`config.mk`:
```
export PLATFORM = sky130hd
export DESIGN_NAME = branch_resolve_ctrl_flat
export DESIGN_NICKNAME = d
export VERILOG_FILES = /design/src/rtl/branch_resolve_ctrl_if.sv /design/src/rtl/branch_resolve_ctrl.sv /design/src/flat_wrapper.sv
export SDC_FILE = /design/constraint.sdc
export NUM_CORES = 1
export LEC_CHECK = 0
export BUFFER_PORTS_ARGS = -buffer_cell sky130_fd_sc_hd__clkbuf_2
export CAP_MARGIN = 40
export CORE_UTILIZATION = 32
export CTS_CLUSTER_SIZE = 25
export DETAILED_ROUTE_END_ITERATION = 8
export GPL_ROUTABILITY_DRIVEN = 0
export MAX_ROUTING_LAYER = met4
export PLACE_DENSITY_LB_ADDON = 0.1
export SYNTH_ARGS = -nofsm -noshare
export SYNTH_HDL_FRONTEND = slang
export SYNTH_SLANG_ARGS = --single-unit
```
`constraint.sdc`:
```
create_clock -name i_clk -period 2.6 [get_ports i_clk]
set_input_delay 0.52 -clock i_clk [delete_from_list [all_inputs] [get_ports i_clk]]
set_output_delay 0.52 -clock i_clk [all_outputs]
set_load 0.1 [all_outputs]
```
`src/rtl/branch_resolve_ctrl_if.sv`:
```
// branch_resolve_ctrl_if -- EX-stage branch resolution bundle.
//   EX inputs    : i_Valid, i_Is_Branch, i_Br_Taken, i_Pred_Taken, i_PPC_Eq,
//                  i_Br_PC, i_ALU_rslt
//   PC control   : o_NPC_Ctrl, o_PC_Load, o_Flush, o_Stall
//   Predictor upd: o_Upd_Valid / i_Upd_Ready handshake,
//                  payload o_Upd_PC, o_Upd_Target, o_Upd_Taken
// slave modport is the controller side; master is the pipeline/predictor side.
interface branch_resolve_ctrl_if #(
  parameter int WIDTH = 32
);
  logic             i_Valid;
  logic             i_Is_Branch;
  logic             i_Br_Taken;
  logic             i_Pred_Taken;
  logic             i_PPC_Eq;
  logic [WIDTH-1:0] i_Br_PC;
  logic [WIDTH-1:0] i_ALU_rslt;
  logic             i_Upd_Ready;
  logic             o_NPC_Ctrl;
  logic             o_PC_Load;
  logic             o_Flush;
  logic             o_Stall;
  logic             o_Upd_Valid;
  logic [WIDTH-1:0] o_Upd_PC;
  logic [WIDTH-1:0] o_Upd_Target;
  logic             o_Upd_Taken;

  modport slave (
    input  i_Valid, i_Is_Branch, i_Br_Taken, i_Pred_Taken, i_PPC_Eq,
           i_Br_PC, i_ALU_rslt, i_Upd_Ready,
    output o_NPC_Ctrl, o_PC_Load, o_Flush, o_Stall,
           o_Upd_Valid, o_Upd_PC, o_Upd_Target, o_Upd_Taken
  );

  modport master (
    output i_Valid, i_Is_Branch, i_Br_Taken, i_Pred_Taken, i_PPC_Eq,
           i_Br_PC, i_ALU_rslt, i_Upd_Ready,
    input  o_NPC_Ctrl, o_PC_Load, o_Flush, o_Stall,
           o_Upd_Valid, o_Upd_PC, o_Upd_Target, o_Upd_Taken
  );
endinterface

```
`src/rtl/branch_resolve_ctrl.sv`:
```
// branch_resolve_ctrl -- resolves EX-stage branches, drives mispredict
// recovery (PC reload + pipeline flush) and hands resolved branches to the
// predictor through a one-entry update buffer.
// Ports:
//   i_clk, i_rst : clock, asynchronous active-high reset
//   br           : branch_resolve_ctrl_if.slave (EX inputs, PC control,
//                  predictor-update handshake)
//   o_Br_Cnt, o_Mispred_Cnt : saturating perf counters, present only when
//                  BR_PERF_CNT_EN is defined
// Parameters: WIDTH (PC width), FLUSH_CYCLES (1..3, recovery length).
module branch_resolve_ctrl #(
  parameter int WIDTH        = 32,
  parameter int FLUSH_CYCLES = 2
) (
  input  logic                  i_clk,
  input  logic                  i_rst,
  branch_resolve_ctrl_if.slave  br
`ifdef BR_PERF_CNT_EN
  ,
  output logic [15:0]           o_Br_Cnt,
  output logic [15:0]           o_Mispred_Cnt
`endif
);

  typedef enum logic {IDLE = 1'b0, RECOVER = 1'b1} state_t;

  state_t     state, state_nxt;
  logic [1:0] flush_cnt, flush_cnt_nxt;   // 2 bits covers FLUSH_CYCLES 1..3

  logic             stall;
  logic             resolve;
  logic             mispred;
  logic             upd_valid;
  logic [WIDTH-1:0] upd_pc;
  logic [WIDTH-1:0] upd_target;
  logic             upd_taken;

  // Stall only when the buffer is full and blocked; in RECOVER EX is masked,
  // so there is nothing to hold.
  assign stall   = upd_valid & ~br.i_Upd_Ready & br.i_Valid & br.i_Is_Branch
                   & (state == IDLE);
  assign resolve = br.i_Valid & br.i_Is_Branch & ~stall & (state == IDLE);
  assign mispred = (br.i_Br_Taken != br.i_Pred_Taken)
                   | (br.i_Br_Taken & ~br.i_PPC_Eq);

  assign br.o_NPC_Ctrl   = ~br.i_Br_Taken;
  assign br.o_Stall      = stall;
  assign br.o_Upd_Valid  = upd_valid;
  assign br.o_Upd_PC     = upd_pc;
  assign br.o_Upd_Target = upd_target;
  assign br.o_Upd_Taken  = upd_taken;

  always_ff @(posedge i_clk or posedge i_rst) begin
    if (i_rst) begin
      state     <= IDLE;
      flush_cnt <= 2'd0;
    end else begin
      state     <= state_nxt;
      flush_cnt <= flush_cnt_nxt;
    end
  end

  always_comb begin
    state_nxt     = state;
    flush_cnt_nxt = flush_cnt;
    br.o_Flush    = 1'b0;
    br.o_PC_Load  = 1'b0;
    case (state)
      IDLE: begin
        if (resolve && mispred) begin
          state_nxt     = RECOVER;
          flush_cnt_nxt = 2'(FLUSH_CYCLES);
        end
      end
      RECOVER: begin
        br.o_Flush    = 1'b1;
        // Counter still holds its load value only in the first RECOVER cycle.
        br.o_PC_Load  = (flush_cnt == 2'(FLUSH_CYCLES));
        flush_cnt_nxt = flush_cnt - 2'd1;
        if (flush_cnt == 2'd1) state_nxt = IDLE;
      end
      default: state_nxt = IDLE;
    endcase
  end

  // One-entry update buffer; capture wins over release so a simultaneous
  // release+capture keeps valid high with the new payload.
  always_ff @(posedge i_clk or posedge i_rst) begin
    if (i_rst) begin
      upd_valid  <= 1'b0;
      upd_pc     <= '0;
      upd_target <= '0;
      upd_taken  <= 1'b0;
    end else if (resolve) begin
      upd_valid  <= 1'b1;
      upd_pc     <= br.i_Br_PC;
      upd_target <= br.i_ALU_rslt;
      upd_taken  <= br.i_Br_Taken;
    end else if (upd_valid && br.i_Upd_Ready) begin
      upd_valid  <= 1'b0;
    end
  end

`ifdef BR_PERF_CNT_EN
  always_ff @(posedge i_clk or posedge i_rst) begin
    if (i_rst) begin
      o_Br_Cnt      <= 16'd0;
      o_Mispred_Cnt <= 16'd0;
    end else if (resolve) begin
      if (o_Br_Cnt != 16'hFFFF) o_Br_Cnt <= o_Br_Cnt + 16'd1;
      if (mispred && o_Mispred_Cnt != 16'hFFFF)
        o_Mispred_Cnt <= o_Mispred_Cnt + 16'd1;
    end
  end
`endif

endmodule

```
`src/flat_wrapper.sv`:
```
// flat-port wrapper written by rule: the top's interface ports become plain ports
module branch_resolve_ctrl_flat 
#(
  parameter int WIDTH        = 32,
  parameter int FLUSH_CYCLES = 2
)
  (i_clk, i_rst, br_i_Valid, br_i_Is_Branch, br_i_Br_Taken, br_i_Pred_Taken, br_i_PPC_Eq, br_i_Br_PC, br_i_ALU_rslt, br_i_Upd_Ready, br_o_NPC_Ctrl, br_o_PC_Load, br_o_Flush, br_o_Stall, br_o_Upd_Valid, br_o_Upd_PC, br_o_Upd_Target, br_o_Upd_Taken);
  branch_resolve_ctrl_if #(.WIDTH(WIDTH)) br_i ();
  input  logic i_clk;
  input  logic i_rst;
  input wire logic [$bits(br_i.i_Valid)-1:0] br_i_Valid;
  input wire logic [$bits(br_i.i_Is_Branch)-1:0] br_i_Is_Branch;
  input wire logic [$bits(br_i.i_Br_Taken)-1:0] br_i_Br_Taken;
  input wire logic [$bits(br_i.i_Pred_Taken)-1:0] br_i_Pred_Taken;
  input wire logic [$bits(br_i.i_PPC_Eq)-1:0] br_i_PPC_Eq;
  input wire logic [$bits(br_i.i_Br_PC)-1:0] br_i_Br_PC;
  input wire logic [$bits(br_i.i_ALU_rslt)-1:0] br_i_ALU_rslt;
  input wire logic [$bits(br_i.i_Upd_Ready)-1:0] br_i_Upd_Ready;
  output wire logic [$bits(br_i.o_NPC_Ctrl)-1:0] br_o_NPC_Ctrl;
  output wire logic [$bits(br_i.o_PC_Load)-1:0] br_o_PC_Load;
  output wire logic [$bits(br_i.o_Flush)-1:0] br_o_Flush;
  output wire logic [$bits(br_i.o_Stall)-1:0] br_o_Stall;
  output wire logic [$bits(br_i.o_Upd_Valid)-1:0] br_o_Upd_Valid;
  output wire logic [$bits(br_i.o_Upd_PC)-1:0] br_o_Upd_PC;
  output wire logic [$bits(br_i.o_Upd_Target)-1:0] br_o_Upd_Target;
  output wire logic [$bits(br_i.o_Upd_Taken)-1:0] br_o_Upd_Taken;
  assign br_i.i_Valid = br_i_Valid;
  assign br_i.i_Is_Branch = br_i_Is_Branch;
  assign br_i.i_Br_Taken = br_i_Br_Taken;
  assign br_i.i_Pred_Taken = br_i_Pred_Taken;
  assign br_i.i_PPC_Eq = br_i_PPC_Eq;
  assign br_i.i_Br_PC = br_i_Br_PC;
  assign br_i.i_ALU_rslt = br_i_ALU_rslt;
  assign br_i.i_Upd_Ready = br_i_Upd_Ready;
  assign br_o_NPC_Ctrl = br_i.o_NPC_Ctrl;
  assign br_o_PC_Load = br_i.o_PC_Load;
  assign br_o_Flush = br_i.o_Flush;
  assign br_o_Stall = br_i.o_Stall;
  assign br_o_Upd_Valid = br_i.o_Upd_Valid;
  assign br_o_Upd_PC = br_i.o_Upd_PC;
  assign br_o_Upd_Target = br_i.o_Upd_Target;
  assign br_o_Upd_Taken = br_i.o_Upd_Taken;
  branch_resolve_ctrl #(.WIDTH(WIDTH), .FLUSH_CYCLES(FLUSH_CYCLES)) u_core (.i_clk(i_clk), .i_rst(i_rst), .br(br_i));
endmodule
```
# --- Word-level counts from Yosys, hierarchy flattened ---
# Index checks and enable logic that the tools add are counted.
classes:
  eq_ne: 4
  order_cmp: 0
  mul: 0
  add_sub_neg: 1
  muxes: 9
  n_shift: 0
  n_reduce_logical: 3
  bitwise_logic: 14
  div: 0
op_table:
  columns: ["operator", "count"]
  rows:
  - ["$and A1 B1 Y1", 8]
  - ["$mux W1", 6]
  - ["$not A1 Y1", 5]
  - ["$pmux W2 S2", 1]
  - ["$eq A2 B1 Y1 const B", 1]
  - ["$eq A2 B2 Y1 const B", 1]
  - ["$logic_and A1 B1 Y1", 2]
  - ["$mux W2", 1]
  - ["$ne A2 B2 Y1 const B", 1]
  - ["$pmux W1 S2", 1]
  - ["$reduce_bool A2 Y1", 1]
  - ["$sub A2 B1 Y2 const B", 1]
  - ["$ne A1 B1 Y1", 1]
  - ["$or A1 B1 Y1", 1]
totals:
  input_bits: 72
  mem_count: 0
  ram_bits: 0
  word_cells: 37
  latchBits: 0
  mem_bits_ro: 0
  ff_bits: 69

# --- Depth between registers and ports, before layout ---
# Gate-level depths: netlist of the first run.
depth:
  depth_word: 11
  mapped_depth: 5
  ltp_nobuf: 4

# --- Worst setup path before layout of the first run ---
# Ideal clock, no wire load.
synth_timing:
  path_kind: "reg2out"
  start: "reg u_core.upd_valid (netlist: u_core.br.o_Upd_Valid)"
  end: "out br_o_Stall"
  path_stages_with_launch: 3
  path_slack_ns: -0.351
  path_buffers: 0
  arrival_ns: 2.431
  t_required_ns: 2.080
  cell_sequence: "dfrtp_1 -> nand2b_1 -> nor2_1"
synth_between:
  elab_chain_len: 4
synth_lines:
  columns: ["element", "line_no", "text"]
  rows:
  - ["from (decl)", "branch_resolve_ctrl.sv:33", "logic upd_valid;"]
  - ["from (signal assigned)", "branch_resolve_ctrl.sv:90", "upd_valid <= 1'b0;"]
  - ["from (signal assigned)", "branch_resolve_ctrl.sv:95", "upd_valid <= 1'b1;"]
  - ["from (signal assigned)", "branch_resolve_ctrl.sv:100", "upd_valid <= 1'b0;"]
  - ["$and A1 B1 Y1 (3 in a row)", "branch_resolve_ctrl.sv:40", "assign stall = upd_valid & ~br.i_Upd_Ready & br.i_Valid & br.i_Is_Branch"]
  - ["$and A1 B1 Y1", "branch_resolve_ctrl.sv:41", "& (state == IDLE);"]
  - ["to (decl)", "flat_wrapper.sv:22", "output wire logic [$bits(br_i.o_Stall)-1:0] br_o_Stall;"]
# No other way between the ends.

# --- Final worst setup path of the first run ---
layout_timing:
  start: "reg u_core.flush_cnt[0]"
  end: "out br_o_PC_Load"
layout_between:
  elab_chain_len: 2
layout_lines:
  columns: ["element", "line_no", "text"]
  rows:
  - ["from (decl)", "branch_resolve_ctrl.sv:28", "logic [1:0] flush_cnt, flush_cnt_nxt;"]
  - ["from (signal assigned)", "branch_resolve_ctrl.sv:59", "flush_cnt <= flush_cnt_nxt;"]
  - ["$eq A2 B2 Y1", "branch_resolve_ctrl.sv:78", "br.o_PC_Load = (flush_cnt == 2'(FLUSH_CYCLES));"]
  - ["$mux W1", "branch_resolve_ctrl.sv:68", "case (state)"]
  - ["to (decl)", "flat_wrapper.sv:20", "output wire logic [$bits(br_i.o_PC_Load)-1:0] br_o_PC_Load;"]
# No other way between the ends.

==> run metrics, run 1 <==
outcome=finished, final reports clean; ys async rst share=1.00; type of the most critical hold path=primary input to async pin; Port Buffer Count=141; Post-synth top flop=dfrtp_1; # nets final=384; starting density of the core=0.329; WP data arrival=1540 ps; vias in the first global route=1956; Worst R2R Start=u_core.state$_DFF_PP0_; Sinks on Clock Net=69; Final Cycle Share=0.794; Max Freq=0.485 GHz; Yosys cell types=20; die height=96.7 µm; Setup-failing EPs final=0; Seq/Total Area, Yosys=0.601; placed insts=407; Synth Area per Inst=17.7 µm²; DP HPWL=4000 µm; Post-DP Area=3650 µm²; crit path capture type=output pin; CTS tree=done; max_cap viols=0; Commonest cells post-synth=dfrtp_1 (69), mux2_4 (39), mux2_2 (26); Reg2Reg Depth=4; Clk Latency, worst-skew pair=340 ps; Crit Path Class=flop to output pin; Mapped Nets=236; Slew @ Worst Pin=565 ps; Worst Skew=9.03 ps; Post-Synth Simple-Gate Area=0.0270; n_diodes=0; non-filler instance count after layout=423; top post-synthesis cells by area=dfrtp_1 (60%), mux2_4 (20%), mux2_2 (10%), buf_12 (3.5%), ha_1 (0.87%); synthesized cell area=2870 µm²; # IOs=142; Final Hold Vio Count=0; via count=1825; Adder-Cell Fraction of Synth Area=0.00871; worst rel slew slack=0.625; mux cell area share after synthesis=0.306; DRT Pass-1 Iters=3; count leader, synth=dfrtp_1; largest net degree at the start of global routing=70; Compound-Gate Fraction of Synth Area=0.00741; CTS Hold Buffers Added=0; Setup TNS=0 ps; largest family of logic cells by synthesized area=multiplexers; crit path max fanout=4; Gate Count Post-Synth=162; post-route ant nets=0; Die Width=96.7 µm; TritonCTS buffer count=9; post-synth top area share=0.601; Finished Cell Area=3840 µm²; RSZ-0062 raised after global routing=false; DRT Wirelength=5860 µm; RR Endpoint=u_core.br.o_Upd_Target[17]$_DFFE_PP0P_; first-pass GRT wire length=9880 µm; core box area=8720 µm²; gr usage total=0.140; Area Growth Syn to Fin=33.7%; GRT overflow=0; die area=9360 µm²; min cycle time layout=2060 ps; R2R setup slack=880 ps; share of layout cells above drive strength 1=0.724; Resized cells post-CTS=0; count of synthesis-stage warnings from yosys=0; top cell type by total area after synthesis=dfrtp_1; worst endpoint required time=2080 ps; startpoint types=flop; Rows=34; drt first-iter violations=39; mean number of vias per cell=4.31; setup bufs post-CTS=0; maximum root-to-sink buffer count=2; Root Driver=clkbuf_8; DRC viols=0; clock-pin slew on the worst setup and hold paths=80 ps; routed length per instance=13.8 µm; Final Max Tran Viols=0; Post-Synth XOR/XNOR Area=0.00305; initial antenna violation count=0; Yosys reg bits=69; H-tree depth=3; number of synthesized flops with an enable pin=0
-- worst max path at each step --
stage                                                 start                               endpoint  slack, ps  cells after the start
after global placement                       br_i_Upd_Ready  u_core.br.o_Upd_Target[8]$_DFFE_PP0P_        710                      5
after global routing                 u_core.state$_DFF_PP0_                             br_o_Stall        420                      3
after floorplan           u_core.br.o_Upd_Valid$_DFFE_PP0P_                             br_o_Stall         90                      2
final                       u_core.flush_cnt[0]$_DFFE_PP0P_                           br_o_PC_Load        540                      4
after detailed placement                     br_i_Upd_Ready  u_core.br.o_Upd_Target[9]$_DFFE_PP0P_        700                      5
after CTS                   u_core.flush_cnt[0]$_DFFE_PP0P_                           br_o_PC_Load        480                      4
-- critical path: stages (launching register included) --
cell	delay, ps
dfrtp_1	430
inv_1	80
ha_1	130
and2_1	110
clkbuf_2	450
-- layout make-up --
class	instances	area, µm²
clock buffer	12	145
clock inverter	4	47.5
fill	823	4880
inverter	5	18.8
multi-input combinational	81	1010
sequential	69	1730
tap	108	135
timing repair buffer	144	753
-- per-layer routing --
metal,wire (µm),up-vias,track usage
li1,-,858,-
met1,2590,881,0.174
met2,2820,79,0.202
met3,394,7,0.0636
met4,52,0,0.0448
met5,0,-,-
-- cells in the final DEF (no fill, tap or decap), types with 2 or more instances in the layout --
| cell | netlist | layout |
|---|---|---|
| mux2_4 | 39 | 39 |
| clkbuf_8 | 0 | 10 |
| nand2_1 | 2 | 2 |
| dfrtp_1 | 69 | 69 |
| clkinv_2 | 0 | 2 |
| clkbuf_2 | 0 | 141 |
| ha_1 | 2 | 2 |
| clkbuf_1 | 0 | 2 |
| buf_12 | 5 | 2 |
| mux2_2 | 26 | 26 |
| inv_1 | 5 | 4 |
-- registers in the layout, summed over array words and instances (netlist names) --
signal	cells
u_core.br.o_Upd_PC	32
u_core.br.o_Upd_Target	32
u_core.flush_cnt	2
u_core.br.o_Upd_Taken	1
u_core.br.o_Upd_Valid	1
u_core.state	1
-- through the flow --
stage / setup WS, ps / hold WS, ps / util
floorplan: 90.3 / 514 / -
global route: 418 / 248 / 0.440
finish: 536 / 236 / 0.440
global placement: 710 / 490 / 0.418
CTS: 482 / 234 / 0.440
detailed placement: 700 / 492 / 0.418
-- kinds of logic (layout without fill, tap and decap cells) --
kind of cell	Yosys count	count (layout)
DFF	69	69
buffers and inverters	12	165
and+or+nand+nor	10	10
AOI/OAI and AO/OA	3	3
adders and majority gates	2	2
xor gates and xnor gates	1	1
muxes	65	65
Power of run 1 is left out: the tool's default activity adds up to more than one toggle a clock period on the data nets, which glitch-free logic cannot reach.
==> run 2: changes to the inputs <==
--- a/config.mk
+++ b/config.mk
@@ -5,6 +5,7 @@
 export SDC_FILE = /design/constraint.sdc
 export NUM_CORES = 1
 export LEC_CHECK = 0
+export ABC_AREA = 1
 export BUFFER_PORTS_ARGS = -buffer_cell sky130_fd_sc_hd__clkbuf_2
 export CAP_MARGIN = 40
 export CORE_UTILIZATION = 32
==> constraint.sdc (replaced) <==
create_clock -name i_clk -period 1.92 [get_ports i_clk]
set_input_delay 0.384 -clock i_clk [delete_from_list [all_inputs] [get_ports i_clk]]
set_output_delay 0.384 -clock i_clk [all_outputs]
set_load 0.1 [all_outputs]
==> run metrics, run 2 <==
outcome=finished, final reports clean (unchanged); first-pass GRT wire length=9850 µm (was 9880 µm); die height=94.5 µm (was 96.7 µm); count of synthesis-stage warnings from yosys=0 (unchanged); GRT overflow=0 (unchanged); post-synth top area share=0.631 (was 0.601); Worst Skew=3.11 ps (was 9.03 ps); n_diodes=0 (unchanged); worst rel slew slack=0.629 (was 0.625); Mapped Nets=384 (was 236); drt first-iter violations=78 (was 39); commonest non-fill, non-tap cell in the layout=nand2_1 (was clkbuf_2); most frequent cells in the layout=nand2_1 (206), clkbuf_2 (139), dfrtp_1 (67) (was clkbuf_2 (141), dfrtp_1 (69), mux2_4 (39)); synthesized cell area=2740 µm² (was 2870 µm²); DRT Pass-1 Iters=4 (was 3); Die Width=94.5 µm (was 96.7 µm); Area Growth Syn to Fin=38.4% (was 33.7%); Crit Path Class=flop to output pin (unchanged); top sig layer=met4 (unchanged); DP HPWL=4450 µm (was 4000 µm); die area=8920 µm² (was 9360 µm²); largest net degree at the start of global routing=37 (was 70); Yosys reg bits=69 (unchanged); worst endpoint required time=1540 ps (was 2080 ps); count leader, synth=nand2_1 (was dfrtp_1); setup bufs post-CTS=0 (unchanged); core box area=8260 µm² (was 8720 µm²); Final Cycle Share=0.958; gr usage total=0.150 (was 0.140); startpoint types=flop (unchanged); Gate Count Post-Synth=310 (was 162); number of synthesized flops with an enable pin=0 (unchanged); Resized cells post-CTS=0 (unchanged); Final Hold Vio Count=0 (unchanged); Yosys cell types=16 (was 20); top post-synthesis cells by area=dfrtp_1 (63%), nand2_1 (28%), buf_6 (2.1%), buf_4 (1.6%), inv_1 (1.1%) (was dfrtp_1 (60%), mux2_4 (20%), mux2_2 (10%), buf_12 (3.5%), ha_1 (0.87%)); Sinks on Clock Net=69 (unchanged); mean number of vias per cell=4.16 (was 4.31); Max Freq=0.544 GHz; Setup TNS=0 ps (unchanged); H-tree depth=3 (unchanged); top cell type by total area after synthesis=dfrtp_1 (unchanged); RSZ-0062 raised after global routing=false (unchanged); clock-pin slew on the worst setup and hold paths=70 ps (was 80 ps); crit path max fanout=3 (was 4); CTS tree=done (unchanged); vias in the first global route=2100 (was 1956); met1 WL=2890 µm (was 2590 µm); routed length on met2=2760 µm (was 2820 µm); type of the most critical hold path=primary input to async pin (unchanged); share of layout cells above drive strength 1=0.380 (was 0.724); initial antenna violation count=0 (unchanged); Post-synth top flop=dfrtp_1 (unchanged); via count=2349 (was 1825); Commonest cells post-synth=nand2_1 (206), dfrtp_1 (69), inv_1 (8) (was dfrtp_1 (69), mux2_4 (39), mux2_2 (26)); WP data arrival=1450 ps (was 1540 ps); post-route ant nets=0 (unchanged); # nets final=529 (was 384); Synth Area per Inst=8.83 µm² (was 17.7 µm²); Rows=33 (was 34); DRC viols=0 (unchanged); TritonCTS buffer count=9 (unchanged); max_cap viols=0 (unchanged); Clk Latency, worst-skew pair=340 ps (about the same); DRT Wirelength=6340 µm (was 5860 µm); min cycle time layout=1840 ps; Root Driver=clkbuf_8 (unchanged); Final Max Tran Viols=0 (unchanged); ys async rst share=1.00 (unchanged); crit path capture type=output pin (unchanged); Setup-failing EPs final=0 (unchanged); Port Buffer Count=141 (unchanged); # IOs=142 (unchanged); met3 wire len=582 µm (was 394 µm); starting density of the core=0.331 (was 0.329); routed length per instance=11.2 µm (was 13.8 µm); maximum root-to-sink buffer count=2 (unchanged); Seq/Total Area, Yosys=0.631 (was 0.601); Slew @ Worst Pin=559 ps (was 565 ps); CTS Hold Buffers Added=0 (unchanged)
run 2: cell count changes after synthesis, sizes merged, moves of 2 or more:
cell,change
nand2,+204
mux2,-65
buf,+6
inv,+5
nand3,+2
nor2,+2
run 2: area by class of cell:
type | count | area (µm²)
inverters | 10 | 41.3
fillers | 859 | 4470
well taps | 105 | 131
clock buffers | 10 | 138
flip-flops and latches | 69 | 1730
repair buffers | 148 | 773
clock inverters | 6 | 110
multi-input cells | 217 | 865
run 2: per-layer routing:
layer  up-vias  global-route usage
met5         -                   -
met4         0              0.0644
met3        11              0.0572
met2        91               0.216
met1      1040               0.188
li1       1207                   -
run 2: cell families after synthesis:
logic type / after synthesis / synth area share
compound gates: 1 / 0.00183
fa+ha+maj: 2 / 0.00914
buf+inv: 24 / 0.0558
flops: 69 / 0.631
simple gates: 214 / 0.302
run 2: worst max-delay path: stages (launching register included):
cell	delay, ps
dfrtp_1	400
inv_1	80
ha_1	140
nand2_1	40
inv_1	40
buf_2	410
run 2: per-stage QoR:
| step | worst slack, ps | area, µm² | hold slack (ps) | util | std cells |
|---|---|---|---|---|---|
| after global placement | 423 | 3540 | 454 | 0.429 | 549 |
| after detailed placement | 408 | 3540 | 458 | 0.429 | 549 |
| final | 81.1 | 3790 | 147 | 0.459 | 565 |
| after global routing | 6.71 | 3790 | 179 | 0.459 | 565 |
| after floorplan | 48.8 | 2750 | 497 | - | 310 |
| after CTS | 25.1 | 3790 | 153 | 0.459 | 565 |
run 2: path summary, 6_finish.rpt:
check                                                    from                                endpoint  slack (ps)  depth (start not counted)
min                                                     i_rst  u_core.br.o_Upd_Target[12]$_DFFE_PP0P_         150                          3
min in group i_clk                           br_i_ALU_rslt[5]   u_core.br.o_Upd_Target[5]$_DFFE_PP0P_         240                          3
max                           u_core.flush_cnt[0]$_DFFE_PP0P_                            br_o_PC_Load          80                          5
min reg2reg                u_core.br.o_Upd_PC[28]$_DFFE_PP0P_      u_core.br.o_Upd_PC[28]$_DFFE_PP0P_         470                          2
max reg2reg                            u_core.state$_DFF_PP0_         u_core.flush_cnt[0]$_DFFE_PP0P_         510                          7
max in group asynchronous                               i_rst                  u_core.state$_DFF_PP0_        1400                          3
Power of run 2 is left out for the same reason.
==> run 3: changes to the inputs <==
--- a/config.mk
+++ b/config.mk
@@ -14,6 +14,7 @@
 export GPL_ROUTABILITY_DRIVEN = 0
 export MAX_ROUTING_LAYER = met4
 export PLACE_DENSITY_LB_ADDON = 0.1
+export RECOVER_POWER = 100
 export SYNTH_ARGS = -nofsm -noshare
 export SYNTH_HDL_FRONTEND = slang
 export SYNTH_SLANG_ARGS = --single-unit
==> run metrics, run 3 (synthesis results as in run 2) <==
outcome=finished, final reports clean (unchanged); Setup TNS=0 ps (unchanged); gr usage total=0.150 (unchanged); initial antenna violation count=0 (unchanged); CP Launch Point=u_core.flush_cnt[0]$_DFFE_PP0P_ (unchanged); n_diodes=0 (unchanged); CTS tree=done (unchanged); crit path max fanout=3 (unchanged); die height=94.5 µm (unchanged); Port Buffer Count=141 (unchanged); RR Endpoint=u_core.br.o_Upd_Target[25]$_DFFE_PP0P_ (was u_core.flush_cnt[0]$_DFFE_PP0P_); clock-pin slew on the worst setup and hold paths=80 ps (was 70 ps); Max Freq=0.544 GHz (about the same); Levels on crit path=5 (unchanged); Final Max Tran Viols=0 (unchanged); maximum root-to-sink buffer count=2 (unchanged); Critical Path End=br_o_PC_Load (unchanged); vias in the first global route=2100 (unchanged); Setup-failing EPs final=0 (unchanged); Reg2Reg Depth=7 (unchanged); DRT Wirelength=6340 µm (about the same); CP max-delay cell=buf_2 (unchanged); RSZ-0062 raised after global routing=false (unchanged); slowest stage delay, CP=410 ps (about the same); R2R setup slack=210 ps (was 510 ps); critical path cell sequence=inv_1 > ha_1 > nand2_1 > inv_1 > buf_2 (unchanged); H-tree depth=3 (unchanged); # IOs=142 (unchanged); via count=2367 (was 2349); DRT Pass-1 Iters=4 (unchanged); Die Width=94.5 µm (unchanged); Post-DP Area=3540 µm² (unchanged); post-route ant nets=0 (unchanged); share of layout cells above drive strength 1=0.374 (was 0.380); first-pass GRT wire length=9850 µm (unchanged); most frequent cells in the layout=nand2_1 (206), clkbuf_2 (141), dfrtp_1 (67) (was nand2_1 (206), clkbuf_2 (139), dfrtp_1 (67)); commonest non-fill, non-tap cell in the layout=nand2_1 (unchanged); DRC viols=0 (unchanged); mean number of vias per cell=4.19 (was 4.16); Clk Latency, worst-skew pair=340 ps (about the same); crit path capture type=output pin (unchanged); die area=8920 µm² (unchanged); core box area=8260 µm² (unchanged); type of the most critical hold path=primary input to flop (was primary input to async pin); Worst R2R Start=u_core.state$_DFF_PP0_ (unchanged); Final Hold Vio Count=0 (unchanged); worst rel slew slack=0.394 (was 0.629); DP HPWL=4450 µm (unchanged); Sinks on Clock Net=69 (unchanged); largest net degree at the start of global routing=37 (unchanged); placed insts=549 (unchanged); Final Cycle Share=0.957 (was 0.958); Rows=33 (unchanged); cell mode on critical path=inv_1 (unchanged); starting density of the core=0.331 (unchanged); Crit Path Class=flop to output pin (unchanged); Area Growth Syn to Fin=37.0% (was 38.4%); GRT overflow=0 (unchanged); drt first-iter violations=85 (was 78); Slew @ Worst Pin=909 ps (was 559 ps); routed length per instance=11.2 µm (about the same); # nets final=529 (unchanged); non-filler instance count after layout=565 (unchanged); min cycle time layout=1840 ps (about the same); Worst Skew=3.85 ps (was 3.11 ps); startpoint types=flop (unchanged); Crit path max-delay family=buffers and inverters (unchanged); Critical path buffers and inverters=3 (unchanged); Root Driver=clkbuf_8 (unchanged); max_cap viols=0 (unchanged); WP data arrival=1450 ps (about the same); Finished Cell Area=3750 µm² (was 3790 µm²); TritonCTS buffer count=9 (unchanged); worst endpoint required time=1540 ps (about the same); FILL cells=862 (was 859)
[run 3: cell types whose count changed in the layout (fill, tap and decap cells not counted), sizes merged]
cell	change
buf	-4
clkbuf	+4
[run 3: metrics by stage]
step / setup slack (ps) / utilization / hold WS (ps)
6_report: 83.1 / 0.454 / 239
5_1_grt: 6.71 / 0.454 / 224
4_1_cts: 25.1 / 0.459 / 153
3_5_place_dp: 408 / 0.429 / 458
3_3_place_gp: 423 / 0.429 / 454
2_1_floorplan: 48.8 / - / 497
[run 3: layer usage]
layer	track usage	vias up	share of wire
met4	0.0644	0	0.017
li1	-	1207	-
met3	0.0572	11	0.091
met1	0.188	1056	0.46
met5	-	-	0
met2	0.216	93	0.44
[run 3: layout make-up]
class / instances / area, µm² / share of cell area
clock buffers: 10 / 138 / 0.0367
clock inverters: 6 / 110 / 0.0294
multi-input cells: 217 / 857 / 0.229
well taps: 105 / 131 / 0.0350
inverters: 10 / 38.8 / 0.0103
flip-flops and latches: 69 / 1730 / 0.461
repair buffers: 148 / 746 / 0.199
[run 3: tightest hold or removal path, cell delays in order]
cell,delay (ps)
clkbuf_2,70
nand2_1,40
nand2_1,50
[run 3: worst min path at each step]
stage	startpoint	to	slack, ps	depth (start not counted)
after floorplan	u_core.flush_cnt[0]$_DFFE_PP0P_	u_core.flush_cnt[0]$_DFFE_PP0P_	500	2
after global placement	u_core.br.o_Upd_PC[23]$_DFFE_PP0P_	u_core.br.o_Upd_PC[23]$_DFFE_PP0P_	450	2
after detailed placement	u_core.br.o_Upd_Target[22]$_DFFE_PP0P_	u_core.br.o_Upd_Target[22]$_DFFE_PP0P_	460	2
after CTS	i_rst	u_core.br.o_Upd_Target[12]$_DFFE_PP0P_	150	3
after global routing	br_i_ALU_rslt[0]	u_core.br.o_Upd_Target[0]$_DFFE_PP0P_	220	3
final	br_i_ALU_rslt[5]	u_core.br.o_Upd_Target[5]$_DFFE_PP0P_	240	3
[run 3: timing repair]
action,4_1_cts,5_1_grt
resized for setup,0,1
buffers inserted,0,0
endpoints found under the hold margin,0,0
setup endpoints to repair,0,1
hold buffers,0,0
Power of run 3 is left out for the same reason.
